**src/rtl/rv0_fpu_seq_if.sv**
```systemverilog
// Issue, ALU, writeback and fflags CSR signals of the FP sequencer.
// Signal names match the sequencer's port list; slave is the sequencer side.
interface rv0_fpu_seq_if #(
    parameter int FLEN = 32
);
    logic            issue_valid_i;
    logic            issue_ready_o;
    logic [31:0]     issue_insn_i;
    logic [FLEN-1:0] issue_rdata1_i;
    logic [FLEN-1:0] issue_rdata2_i;
    logic            flush_i;
    logic            illegal_o;
    logic            busy_o;
    logic [31:0]     alu_f_insn_o;
    logic [FLEN-1:0] alu_f_rdata1_o;
    logic [FLEN-1:0] alu_f_rdata2_o;
    logic [FLEN-1:0] alu_f_wdata_i;
    logic [4:0]      alu_f_fflags_i;
    logic            wb_valid_o;
    logic            wb_ready_i;
    logic [4:0]      wb_rd_o;
    logic [FLEN-1:0] wb_data_o;
    logic [4:0]      fflags_o;
    logic            fflags_we_i;
    logic [4:0]      fflags_wdata_i;

    modport slave (
        input  issue_valid_i, issue_insn_i, issue_rdata1_i, issue_rdata2_i, flush_i,
        input  alu_f_wdata_i, alu_f_fflags_i, wb_ready_i, fflags_we_i, fflags_wdata_i,
        output issue_ready_o, illegal_o, busy_o, alu_f_insn_o, alu_f_rdata1_o,
        output alu_f_rdata2_o, wb_valid_o, wb_rd_o, wb_data_o, fflags_o
    );

    modport master (
        output issue_valid_i, issue_insn_i, issue_rdata1_i, issue_rdata2_i, flush_i,
        output alu_f_wdata_i, alu_f_fflags_i, wb_ready_i, fflags_we_i, fflags_wdata_i,
        input  issue_ready_o, illegal_o, busy_o, alu_f_insn_o, alu_f_rdata1_o,
        input  alu_f_rdata2_o, wb_valid_o, wb_rd_o, wb_data_o, fflags_o
    );
endinterface

```
**src/rtl/rv0_fpu_seq.sv**
```systemverilog
// Issue/sequencing controller for the combinational FP ALU; owns sticky fflags.
// Latency: result valid LAT cycles after accept (LAT per op class).
// Backpressure: one op in flight; issue blocked until the writeback handshake.
module rv0_fpu_seq #(
    parameter int FLEN       = 32,
    parameter int LAT_ADD    = 2,
    parameter int LAT_MUL    = 3,
    parameter int LAT_MINMAX = 1
) (
    input  logic         clk_i,
    input  logic         rst_i,
    rv0_fpu_seq_if.slave bus
);
    localparam int CW = 8;

    typedef enum logic [1:0] {S_IDLE, S_EXEC, S_WB} state_t;

    state_t          state_q, state_d;
    logic [31:0]     insn_q;
    logic [FLEN-1:0] rs1_q, rs2_q, res_q;
    logic [4:0]      flg_q, fflags_q, fflags_d;
    logic [CW-1:0]   cnt_q, lat_sel;
    logic            illegal_q, legal, accept, accrue;

    // Decode of the incoming word; lat_sel of 0 never reaches the counter.
    always_comb begin
        legal   = 1'b0;
        lat_sel = '0;
        if (bus.issue_insn_i[6:0] == 7'b1010011) begin
            unique case (bus.issue_insn_i[31:25])
                7'b0000000, 7'b0000100: begin legal = 1'b1; lat_sel = CW'(LAT_ADD); end
                7'b0001000:             begin legal = 1'b1; lat_sel = CW'(LAT_MUL); end
                7'b0010100: begin
                    if (bus.issue_insn_i[14:12] == 3'b000 || bus.issue_insn_i[14:12] == 3'b001) begin
                        legal   = 1'b1;
                        lat_sel = CW'(LAT_MINMAX);
                    end
                end
                default: ;
            endcase
        end
    end

    assign bus.issue_ready_o = (state_q == S_IDLE) & ~bus.flush_i & ~rst_i;

    always_comb begin
        state_d = state_q;
        accept  = 1'b0;
        accrue  = 1'b0;
        unique case (state_q)
            S_IDLE: begin
                accept = bus.issue_valid_i & bus.issue_ready_o;
                if (accept && legal) state_d = S_EXEC;
            end
            S_EXEC: begin
                if (bus.flush_i)       state_d = S_IDLE;
                else if (cnt_q == '0)  state_d = S_WB;
            end
            S_WB: begin
                if (bus.flush_i) begin
                    state_d = S_IDLE;
                end else if (bus.wb_ready_i) begin
                    accrue  = 1'b1;
                    state_d = S_IDLE;
                end
            end
            default: state_d = S_IDLE;
        endcase
    end

    // A CSR write replaces the field, but flags retiring this cycle still stick.
    always_comb begin
        fflags_d = bus.fflags_we_i ? bus.fflags_wdata_i : fflags_q;
        if (accrue) fflags_d = fflags_d | flg_q;
    end

    always_ff @(posedge clk_i) begin
        if (rst_i) begin
            state_q   <= S_IDLE;
            insn_q    <= '0;
            rs1_q     <= '0;
            rs2_q     <= '0;
            res_q     <= '0;
            flg_q     <= '0;
            fflags_q  <= '0;
            cnt_q     <= '0;
            illegal_q <= 1'b0;
        end else begin
            state_q   <= state_d;
            fflags_q  <= fflags_d;
            illegal_q <= accept & ~legal;
            if (accept) begin
                insn_q <= bus.issue_insn_i;
                rs1_q  <= bus.issue_rdata1_i;
                rs2_q  <= bus.issue_rdata2_i;
                if (legal) cnt_q <= lat_sel - CW'(1);
            end
            if (state_q == S_EXEC) begin
                if (cnt_q == '0) begin
                    res_q <= bus.alu_f_wdata_i;
                    flg_q <= bus.alu_f_fflags_i;
                end else begin
                    cnt_q <= cnt_q - CW'(1);
                end
            end
        end
    end

    assign bus.illegal_o      = illegal_q;
    assign bus.busy_o         = (state_q != S_IDLE);
    assign bus.alu_f_insn_o   = insn_q;
    assign bus.alu_f_rdata1_o = rs1_q;
    assign bus.alu_f_rdata2_o = rs2_q;
    assign bus.wb_valid_o     = (state_q == S_WB);
    assign bus.wb_rd_o        = insn_q[11:7];
    assign bus.wb_data_o      = res_q;
    assign bus.fflags_o       = fflags_q;
endmodule

```
**src/flat_wrapper.sv**
```systemverilog
// flat-port wrapper written by rule: the top's interface ports become plain ports
module rv0_fpu_seq_flat 
#(
    parameter int FLEN       = 32,
    parameter int LAT_ADD    = 2,
    parameter int LAT_MUL    = 3,
    parameter int LAT_MINMAX = 1
)
  (clk_i, rst_i, bus_issue_valid_i, bus_issue_insn_i, bus_issue_rdata1_i, bus_issue_rdata2_i, bus_flush_i, bus_alu_f_wdata_i, bus_alu_f_fflags_i, bus_wb_ready_i, bus_fflags_we_i, bus_fflags_wdata_i, bus_issue_ready_o, bus_illegal_o, bus_busy_o, bus_alu_f_insn_o, bus_alu_f_rdata1_o, bus_alu_f_rdata2_o, bus_wb_valid_o, bus_wb_rd_o, bus_wb_data_o, bus_fflags_o);
  rv0_fpu_seq_if #(.FLEN(FLEN)) bus_i ();
  input  logic clk_i;
  input  logic rst_i;
  input wire logic [$bits(bus_i.issue_valid_i)-1:0] bus_issue_valid_i;
  input wire logic [$bits(bus_i.issue_insn_i)-1:0] bus_issue_insn_i;
  input wire logic [$bits(bus_i.issue_rdata1_i)-1:0] bus_issue_rdata1_i;
  input wire logic [$bits(bus_i.issue_rdata2_i)-1:0] bus_issue_rdata2_i;
  input wire logic [$bits(bus_i.flush_i)-1:0] bus_flush_i;
  input wire logic [$bits(bus_i.alu_f_wdata_i)-1:0] bus_alu_f_wdata_i;
  input wire logic [$bits(bus_i.alu_f_fflags_i)-1:0] bus_alu_f_fflags_i;
  input wire logic [$bits(bus_i.wb_ready_i)-1:0] bus_wb_ready_i;
  input wire logic [$bits(bus_i.fflags_we_i)-1:0] bus_fflags_we_i;
  input wire logic [$bits(bus_i.fflags_wdata_i)-1:0] bus_fflags_wdata_i;
  output wire logic [$bits(bus_i.issue_ready_o)-1:0] bus_issue_ready_o;
  output wire logic [$bits(bus_i.illegal_o)-1:0] bus_illegal_o;
  output wire logic [$bits(bus_i.busy_o)-1:0] bus_busy_o;
  output wire logic [$bits(bus_i.alu_f_insn_o)-1:0] bus_alu_f_insn_o;
  output wire logic [$bits(bus_i.alu_f_rdata1_o)-1:0] bus_alu_f_rdata1_o;
  output wire logic [$bits(bus_i.alu_f_rdata2_o)-1:0] bus_alu_f_rdata2_o;
  output wire logic [$bits(bus_i.wb_valid_o)-1:0] bus_wb_valid_o;
  output wire logic [$bits(bus_i.wb_rd_o)-1:0] bus_wb_rd_o;
  output wire logic [$bits(bus_i.wb_data_o)-1:0] bus_wb_data_o;
  output wire logic [$bits(bus_i.fflags_o)-1:0] bus_fflags_o;
  assign bus_i.issue_valid_i = bus_issue_valid_i;
  assign bus_i.issue_insn_i = bus_issue_insn_i;
  assign bus_i.issue_rdata1_i = bus_issue_rdata1_i;
  assign bus_i.issue_rdata2_i = bus_issue_rdata2_i;
  assign bus_i.flush_i = bus_flush_i;
  assign bus_i.alu_f_wdata_i = bus_alu_f_wdata_i;
  assign bus_i.alu_f_fflags_i = bus_alu_f_fflags_i;
  assign bus_i.wb_ready_i = bus_wb_ready_i;
  assign bus_i.fflags_we_i = bus_fflags_we_i;
  assign bus_i.fflags_wdata_i = bus_fflags_wdata_i;
  assign bus_issue_ready_o = bus_i.issue_ready_o;
  assign bus_illegal_o = bus_i.illegal_o;
  assign bus_busy_o = bus_i.busy_o;
  assign bus_alu_f_insn_o = bus_i.alu_f_insn_o;
  assign bus_alu_f_rdata1_o = bus_i.alu_f_rdata1_o;
  assign bus_alu_f_rdata2_o = bus_i.alu_f_rdata2_o;
  assign bus_wb_valid_o = bus_i.wb_valid_o;
  assign bus_wb_rd_o = bus_i.wb_rd_o;
  assign bus_wb_data_o = bus_i.wb_data_o;
  assign bus_fflags_o = bus_i.fflags_o;
  rv0_fpu_seq #(.FLEN(FLEN), .LAT_ADD(LAT_ADD), .LAT_MUL(LAT_MUL), .LAT_MINMAX(LAT_MINMAX)) u_core (.clk_i(clk_i), .rst_i(rst_i), .bus(bus_i));
endmodule
```
**config.mk**
```make
export PLATFORM = sky130hd
export DESIGN_NAME = rv0_fpu_seq_flat
export DESIGN_NICKNAME = d
export VERILOG_FILES = /design/src/rtl/rv0_fpu_seq_if.sv /design/src/rtl/rv0_fpu_seq.sv /design/src/flat_wrapper.sv
export SDC_FILE = /design/constraint.sdc
export NUM_CORES = 1
export LEC_CHECK = 0
export ABC_AREA = 0
export CORE_AREA = 2 2 115 145
export DETAILED_ROUTE_END_ITERATION = 10
export DIE_AREA = 0 0 117 147
export HOLD_SLACK_MARGIN = 0.1
export PLACE_DENSITY = 0.76
export SLEW_MARGIN = 10
export SYNTH_ARGS = -nofsm -noshare
export SYNTH_HDL_FRONTEND = slang
export SYNTH_SLANG_ARGS = --single-unit
```
**constraint.sdc**
```tcl
create_clock -name clk_i -period 2 [get_ports clk_i]
set_input_delay 0.4 -clock clk_i [delete_from_list [all_inputs] [get_ports clk_i]]
set_output_delay 0.4 -clock clk_i [all_outputs]
set_load 0.02 [all_outputs]
```
; Yosys cells after proc, flatten, opt, wreduce, memory -nomap -nowiden
; Cells that the tools add are included.
[op_classes]
bitwise_logic = 8
muxes = 22
n_reduce_logical = 11
n_eq_ne = 10
add_sub_neg = 2
[ops]
columns = op, n
row1 = 8-bit two-way mux, 5
row2 = 8-bit case mux with 3 select lines, 1
row3 = 8-bit by 1-bit subtractor with 8-bit output (second input constant), 2
row4 = 2-bit two-way mux, 5
row5 = 5-bit two-way mux, 2
row6 = 8-bit zero test, 1
row7 = 7-bit by 3-bit == test with 1-bit output (second input constant), 1
row8 = 7-bit by 4-bit == test with 1-bit output (second input constant), 1
row9 = 7-bit by 5-bit == test with 1-bit output (second input constant), 1
row10 = 7-bit == test (second input constant), 1
row11 = 7-bit zero test, 1
row12 = 1-bit two-way mux, 7
row13 = 2-bit case mux with 3 select lines, 1
row14 = 5-bit OR, 1
row15 = 1-bit AND, 4
row16 = 3-bit by 1-bit == test with 1-bit output (second input constant), 1
row17 = 3-bit zero test, 1
row18 = 3-bit by 2-bit inequality test with 1-bit output (second input constant), 1
row19 = 3-bit inequality test (second input constant), 1
row20 = 1-bit inverter, 3
row21 = 3-bit AND reduction, 1
row22 = 3-bit OR reduction, 1
row23 = 2-bit by 1-bit == test with 1-bit output (second input constant), 1
row24 = 2-bit == test (second input constant), 1
row25 = other kinds (8), 8
[word_totals]
wordCells = 62
regBits = 149
out_inout_bits = 142
in_bits = 144

; Logic depth before layout (Yosys ltp)
; Gate-level depths: netlist of run 1.
[depth]
ltp_word = 10
depth_mapped = 8
depth_no_buf = 6

; Worst setup path before layout of run 1
; OpenSTA, ideal clock, no wires.
[synth_path]
path_type = input-to-reg
from = input port rst_i
to = register u_core.cnt_q[6]
stages = 6
arrival_time_ns = 1.906
setup_time_ns = 0.074
required_ns = 1.926
path_buffers = 2
setup_slack_ns = 0.020
path_cell_list = clkbuf_1 -> nor4_4 -> o211ai_2 -> or4b_1 -> buf_2 -> a31oi_1
[synth_between]
elab_chain_cells = 7
[synth_lines]
columns = element, line_no
row1 = "start, declared", flat_wrapper.sv:12  ; input logic rst_i;
row2 = 1-bit inverter (*), rv0_fpu_seq.sv:44  ; assign bus.issue_ready_o = (state_q == S_IDLE) & ~bus.flush_i & ~rst_i;
row3 = 1-bit AND (*), rv0_fpu_seq.sv:44
row4 = named net bus_issue_ready_o, flat_wrapper.sv:23  ; output wire logic [$bits(bus_i.issue_ready_o)-1:0] bus_issue_ready_o;
row5 = 1-bit AND (*), rv0_fpu_seq.sv:52  ; accept = bus.issue_valid_i & bus.issue_ready_o;
row6 = 1-bit two-way mux (*), rv0_fpu_seq.sv:50  ; unique case (state_q)
row7 = 8-bit two-way mux (*), rv0_fpu_seq.sv:92  ; if (accept) begin
row8 = 8-bit two-way mux, rv0_fpu_seq.sv:99  ; if (cnt_q == '0) begin
row9 = 8-bit two-way mux (*), rv0_fpu_seq.sv:98  ; if (state_q == S_EXEC) begin
row10 = "end signal, assigned", rv0_fpu_seq.sv:96  ; if (legal) cnt_q <= lat_sel - CW'(1);
row11 = "end signal, assigned", rv0_fpu_seq.sv:103  ; cnt_q <= cnt_q - CW'(1);
row12 = "end, declared", rv0_fpu_seq.sv:22  ; logic [CW-1:0] cnt_q, lat_sel;
; The timed path passes the listed nets; every way through them passes the cells marked *.
; A chain may end at the register's enable or synchronous reset.

; Worst setup path after layout of run 1
[layout_path]
from = input port bus_issue_insn_i[31]
to = register u_core.cnt_q[1]
[layout_between]
elab_chain_cells = 9
word_cells_on_any_way = 15
cone_classes = add/sub: 1 / eq/ne: 3 / mux: 8 / reduce/logical: 3
[layout_lines]
columns = element, line_no
row1 = "start, declared", flat_wrapper.sv:14  ; input wire logic [$bits(bus_i.issue_insn_i)-1:0] bus_issue_insn_i;
row2 = 7-bit by 3-bit == test with 1-bit output / 7-bit zero test (equally long branches), rv0_fpu_seq.sv:30  ; unique case (bus.issue_insn_i[31:25])
row3 = 2-bit OR reduction, -
row4 = 8-bit case mux with 3 select lines, rv0_fpu_seq.sv:30
row5 = 8-bit two-way mux, rv0_fpu_seq.sv:29  ; if (bus.issue_insn_i[6:0] == 7'b1010011) begin
row6 = 8-bit by 1-bit subtractor with 8-bit output, rv0_fpu_seq.sv:96
row7 = 8-bit two-way mux (*), rv0_fpu_seq.sv:96
row8 = 8-bit two-way mux (*), rv0_fpu_seq.sv:92
row9 = 8-bit two-way mux, rv0_fpu_seq.sv:99
row10 = 8-bit two-way mux (*), rv0_fpu_seq.sv:98
; Mark *: on every way between the ends. The rest lies on a longest branch, timed or not.

==> results.md, run 1 <==
- Status: completed
- Clock Sink Count: 149
- Syn nets: 811
- Die H: 147 um
- Detailed Route Iter0 Violations: 330
- Worst-path clk slew: 60 ps
- Area Overhead vs Synth: 73.3%
- Io pins: 286
- Slew headroom: 47.2%
- Worst setup SP type: input port
- Pwr Total: 0.00726 W
- Cts bufs inserted: 17
- Vias per inst: 4.68
- Worst EP required: 2300 ps
- # fillers: 1322
- # setup viols final: 0
- Hold Fails Final Rpt: 0
- Pin count of the biggest net entering global routing: 149
- Routed len/inst: 14.8 um
- Synth top cells by count: nand2_1 (200), dfxtp_1 (149), a21oi_1 (105)
- Mapped Avg Cell Area: 8.50 sq um
- GRT Util Overall: 20.2%
- Initial core utilization: 35.4%
- Register area: 2980 sq um
- Fraction of registers with async set/reset: 0%
- Fin cells: 1194
- Post-Syn Area: 5640 sq um
- Multiplexer share of the synthesized area: 7.45%
- Post-synth top area cell: dfxtp_1
- CP Class: in -> reg
- # DRC: 0
- Max VDD drop: 0.468 mV
- Gp weighted congestion: 0.852
- Max Cap Viol: 0
- #FFs+latches synth: 149
- DP Wirelength: 12500 um
- Simple-gate share of the synthesized area: 21.4%
- Drt first pass iters: 4
- Peak Freq: 0.509 GHz
- Leak: 3.90 nW
- Register area share after synthesis: 52.8%
- P per Cell Area: 742 nW/um^2
- Root buf cell: clkbuf_16
- Initial antenna violation count: 0
- Final wirelength: 17700 um
- Global-route wire length before repair: 27300 um
- Critical path data arrival time: 2270 ps
- # diodes: 0
- HP Class: in -> reg
- Multi-input logic area: 2540 sq um
- Crit end category: flop
- Largest family of logic cells by synthesized area: simple AND/OR/NAND/NOR gates
- CTS tree: done
- Distinct cells, synth: 42
- Compound-cell area share of the yosys netlist: 13.2%
- Cell count after synthesis: 664
- Routed Antenna Nets: 0
- Die width: 117 um
- Max clock buf depth: 2
- Port Buf Inserts: 285
- Synth Flop Type: dfxtp_1
- Synth Area in XOR/XNOR: 0%
- Crit share post-route: 98.3%
- Final Net Count: 1112
- Area share of the largest cell type after synthesis: 52.8%
- CP max FO: 3
- Die Area: 17200 sq um
- Total grt overflow: 0
- Tmin final: 1970 ps
- Vias in the first global route: 5471
- Slew Limit Fails: 0
- Share of post-route cells with drive strength above 1: 10.6%
- Post-Place Cells: 1161
- Area contributors post-synth: dfxtp_1 (53%), nand2_1 (13%), a21oi_1 (9.3%)
- H-tree levels: 4
- Post-Synth Adder-Cell Area: 0.665%
- Layout Skew: 7.58 ps
- Yosys warns: 0
- Clock Latency Late Sink: 420 ps
- Area of the core: 15900 sq um
- Cell Rows: 52
- Vias: 5591
- Post-synth EDFFs: 0
- Count leader, synth: nand2_1
- Worst Max-Slew Pin Slew: 792 ps
-- flip-flops by register name, summed over array words and instances, names as in the netlist --
signal and count:
u_core.bus.alu_f_insn_o 32, u_core.bus.alu_f_rdata1_o 32, u_core.bus.alu_f_rdata2_o 32, u_core.bus.fflags_o 5, u_core.bus.illegal_o 1, u_core.bus.wb_data_o 32
u_core.cnt_q 8, u_core.flg_q 5, u_core.state_q 2
-- worst max-delay path, stage by stage --
cell             delay (ps)
clkdlybuf4s50_1         450
and4bb_2                400
nand3_2                 100
or2_4                   240
ha_1                    270
and4b_1                 190
o31a_1                  230
-- path summary, 6_finish.rpt --
path                                       from                            end  slack [ps]  depth (start not counted)
setup reg to reg                u_core.cnt_q[1]                u_core.cnt_q[6]         100                          6
hold / removal              bus_issue_insn_i[6]     u_core.bus.alu_f_insn_o[6]         280                          3
hold reg to reg   u_core.bus.alu_f_rdata2_o[22]  u_core.bus.alu_f_rdata2_o[22]         450                          2
setup / recovery           bus_issue_insn_i[31]                u_core.cnt_q[1]          30                          7
-- kinds of logic after synthesis --
group | Yosys count
mux | 42
compound gates | 135
fa+ha+maj | 3
buf+inv | 59
flops | 149
simple gates | 276
-- stage by stage --
| stage | util (%) | cell area, sq um | TNS (ps) | setup WS (ps) | hold WS (ps) |
|---|---|---|---|---|---|
| detailed placement | 56.6 | 9020 | -16180 | -511 | 446 |
| global placement | 56.6 | 9020 | -15720 | -496 | 441 |
| global route | 61.4 | 9780 | -17.3 | -17.3 | 275 |
| floorplan | - | 5640 | 0 | 19.8 | 432 |
| finish | 61.4 | 9780 | 0 | 34.8 | 277 |
| CTS | 60.6 | 9660 | 0 | 15.5 | 426 |
-- report_power, final --
part           internal, W  switching (W)
clock network      0.00210        0.00128
logic             0.000465       0.000346
registers          0.00304      0.0000346
total              0.00560        0.00166
-- repair_timing --
item / 4_1_cts / 5_1_grt
setup endpoints to repair: 10 / 9
gates cloned: 0 / 0
hold buffers: 0 / 0
buffers inserted: 0 / 2
pin swaps: 1 / 7
resized for setup: 10 / 21
-- layer usage --
| metal | global-route usage (%) | part of all wire [%] | routed length (um) | vias to the layer above |
|---|---|---|---|---|
| met5 | 0 | 0 | 0 | - |
| met4 | 8.47 | 2.5 | 447 | 0 |
| met3 | 5.82 | 6.5 | 1150 | 34 |
| met2 | 35.2 | 52 | 9230 | 170 |
| met1 | 22.5 | 39 | 6840 | 2579 |
| li1 | - | - | - | 2808 |
-- area by class of cell --
class / instances / share of cell area [%]
sequential: 149 / 30.5
multi-input combinational: 456 / 26.0
timing repair buffer: 332 / 34.1
clock buffer: 21 / 4.50
inverter: 9 / 0.345
clock inverter: 11 / 1.79
tap: 216 / 2.76
-- placed cells by master (no fill, tap or decap), types with 4 or more instances in the layout --
cell,netlist,layout
a21oi_1,105,105
a31oi_1,11,7
buf_12,0,10
buf_4,5,38
bufinv_16,0,4
clkbuf_1,33,4
clkbuf_16,0,17
clkdlybuf4s50_1,0,274
dfxtp_1,149,149
dlymetal6s2s_1,0,6
inv_1,9,7
mux2i_1,42,42
nand2_1,200,199
nor2_1,39,39
nor2b_1,4,4
o21ai_0,6,6
Power figures use the tool's default switching activity.
==> run 2: changes to the inputs <==
HOLD_SLACK_MARGIN = 0.06   (was 0.1)
==> results of run 2 <==
No change in the layout: final DEF, timing and power equal those of run 1.
==> run 3: changes to the inputs <==
CORE_AREA = 2 2 118 143   (was 2 2 115 145)
DIE_AREA = 0 0 120 145   (was 0 0 117 147)
PLACE_DENSITY = 0.75   (was 0.76)
SLEW_MARGIN = default   (was 10)
==> run 3 against run 2 <==
Against the previous run:
- combinational power down 2%
- largest power group unchanged
- power shrank 3.7%
- final area shrank 2.5%
- sequential power about the same
- core utilization decreased by 1.8 points
- global-route usage fell by 0.43 points
- non-clock buffer count is 8 lower
- clock skew shrank 0.56 ps
==> results.md, run 3 (same netlist as run 1, synthesis figures left out) <==
- Status: completed
- HP Class: in -> reg
- Crit end category: flop
- Tmin final: 1970 ps (+5.07 ps)
- Max incr delay on CP: 530 ps (+80 ps)
- Max clock buf depth: 2 (unchanged)
- Detailed Route Iter0 Violations: 288 (-13%)
- Vias in the first global route: 5311 (-2.9%)
- Worst EP required: 2300 ps (about the same)
- Leading cell types in the layout, fill and taps excluded: clkdlybuf4s50_1 (276), nand2_1 (199), dfxtp_1 (148)
- Slew headroom: 46.1% (-1.1 points)
- # diodes: 0 (unchanged)
- GRT Util Overall: 19.7% (-0.43 points)
- CTS tree: done
- Cell Rows: 51 (-1.9%)
- Leak: 3.76 nW (-3.4%)
- Clock power share: 44.7% (-1.8 points)
- Routed len/inst: 14.7 um (-0.94%)
- Die H: 145 um (-1.4%)
- Io pins: 286 (unchanged)
- Routed Antenna Nets: 0 (unchanged)
- Drt first pass iters: 4 (unchanged)
- Fin cells: 1181 (-1.1%)
- Worst setup SP type: input port
- CP Class: in -> reg
- Final Core Density: 59.6% (-1.8 points)
- # DRC: 0 (unchanged)
- Initial core utilization: 35.2% (-0.17 points)
- Gp weighted congestion: 0.848 (-0.41%)
- Vias per inst: 4.70 (+0.36%)
- Global-route wire length before repair: 27500 um (+0.76%)
- Max Cap Viol: 0 (unchanged)
- P per Cell Area: 733 nW/um^2 (-1.3%)
- Placed cell area: 8910 sq um (-1.2%)
- Area Overhead vs Synth: 69.0%
- # fillers: 1445 (+9.3%)
- Root buf cell: clkbuf_16
- Share of post-route cells with drive strength above 1: 9.29% (-1.3 points)
- Initial antenna violation count: 0 (unchanged)
- Final non-filler cell area: 9540 sq um (-2.5%)
- Peak Freq: 0.508 GHz (-0.26%)
- Die Area: 17400 sq um (+1.2%)
- Post-Place Cells: 1148 (-1.1%)
- Final Net Count: 1104 (-0.72%)
- Critical path data arrival time: 2270 ps (about the same)
- Die width: 120 um (+2.6%)
- Internal power: 0.00536 W (-4.4%)
- Clock Latency Late Sink: 410 ps (about the same)
- Clock Sink Count: 149 (unchanged)
- # setup viols final: 0 (unchanged)
- RSZ-0062 raised after global routing: yes
- Pin count of the biggest net entering global routing: 149 (unchanged)
- Layout Skew: 7.02 ps (-0.555 ps)
- Worst-path clk slew: 60 ps (about the same)
- Flop pwr share: 43.9% (+1.6 points)
- Switching share of power: 23.4% (+0.53 points)
- CP max FO: 3 (unchanged)
- Area of the core: 16000 sq um (+0.48%)
- Cell Chain, Critical Path: clkdlybuf4s50_1, and4bb_2, nand3_2, or2_4, ha_1, and4b_1, o31a_1
- Hold Fails Final Rpt: 0 (unchanged)
- Net Sw Power: 0.00163 W (-1.5%)
- DP Wirelength: 12200 um (-2.5%)
- Port Buf Inserts: 285 (unchanged)
- Max VDD drop: 0.398 mV (-15%)
- Vias: 5550 (-0.73%)
- H-tree levels: 4 (unchanged)
- Worst Max-Slew Pin Slew: 809 ps (+17.0 ps)
- CP max stage cell: clkdlybuf4s50_1
- Gate power share: 11.3% (about the same)
- Final wirelength: 17300 um (-2.0%)
- Slew Limit Fails: 0 (unchanged)
- Pwr Total: 0.00699 W (-3.7%)
- Total grt overflow: 0 (unchanged)
- Crit share post-route: 98.5% (+0.25 points)
- Most common cell after layout, fill and taps aside: clkdlybuf4s50_1
- Cts bufs inserted: 17 (unchanged)
-- run 3: cell count changes in the layout (fill, tap and decap cells not counted), moves of 3 or more --
cell            delta
dlygate4sd2_1      +4
clkinv_2           +4
buf_12             -4
clkbuf_1           -3
buf_4              -5
a31oi_1            +4
dlymetal6s2s_1     -5
a31oi_2            -3
-- run 3: final timing paths --
path | slack (ps) | endpoint | startpoint | depth (start not counted)
worst min register to register | 450 | u_core.bus.alu_f_rdata1_o[17] | u_core.bus.alu_f_rdata1_o[17] | 2
worst min-delay path | 420 | u_core.bus.alu_f_insn_o[5] | bus_issue_insn_i[5] | 3
worst max register to register | 120 | u_core.cnt_q[6] | u_core.cnt_q[0] | 6
worst max-delay path | 30 | u_core.cnt_q[1] | bus_issue_insn_i[1] | 7
-- run 3: repair_timing --
action / CTS / global route
pin swaps: 1 / 0
setup buffers: 1 / 1
hold buffers: 0 / 0
gates cloned: 0 / 0
resized for setup: 15 / 3
setup endpoints to repair: 10 / 6
-- run 3: power groups by stage --
stage                     clock, W  combinational (W)  sequential (W)
after floorplan                  0           0.000187         0.00322
after detailed placement         0           0.000788         0.00314
after global placement           0           0.000785         0.00313
final                      0.00313           0.000791         0.00307
after global routing       0.00333           0.000849         0.00308
after CTS                  0.00320           0.000797         0.00307
-- run 3: worst max-delay path: cells and delay by family --
family | cells | cell delay, ps
simple gates | 4 | 840
buf+inv | 1 | 530
fa+ha+maj | 1 | 260
compound gates | 1 | 220
-- run 3: final cells by class --
| type | count | area (sq um) | area share, % |
|---|---|---|---|
| Clock buffer | 19 | 443 | 4.64 |
| Tap cell | 212 | 265 | 2.78 |
| Multi-Input combinational cell | 456 | 2470 | 25.9 |
| Timing Repair Buffer | 324 | 3220 | 33.7 |
| Inverter | 9 | 33.8 | 0.354 |
| Sequential cell | 149 | 2980 | 31.3 |
| Clock inverter | 12 | 129 | 1.35 |
-- run 3: through the flow --
step / worst slack [ps] / hold slack (ps) / setup TNS [ps]
floorplan: 19.8 / 432 / 0
detailed placement: -564 / 446 / -5040
CTS: 37.0 / 402 / 0
global placement: -573 / 440 / -4450
finish: 29.8 / 420 / 0
global route: -23.8 / 405 / -25.6
-- run 3: metal layers --
metal,GRT usage (%),share of wire [%],vias to the layer above
met5,0,0,-
met3,6.49,7.5,31
li1,-,-,2792
met2,33.3,50,182
met1,22.8,40,2545
met4,8.06,2.6,0
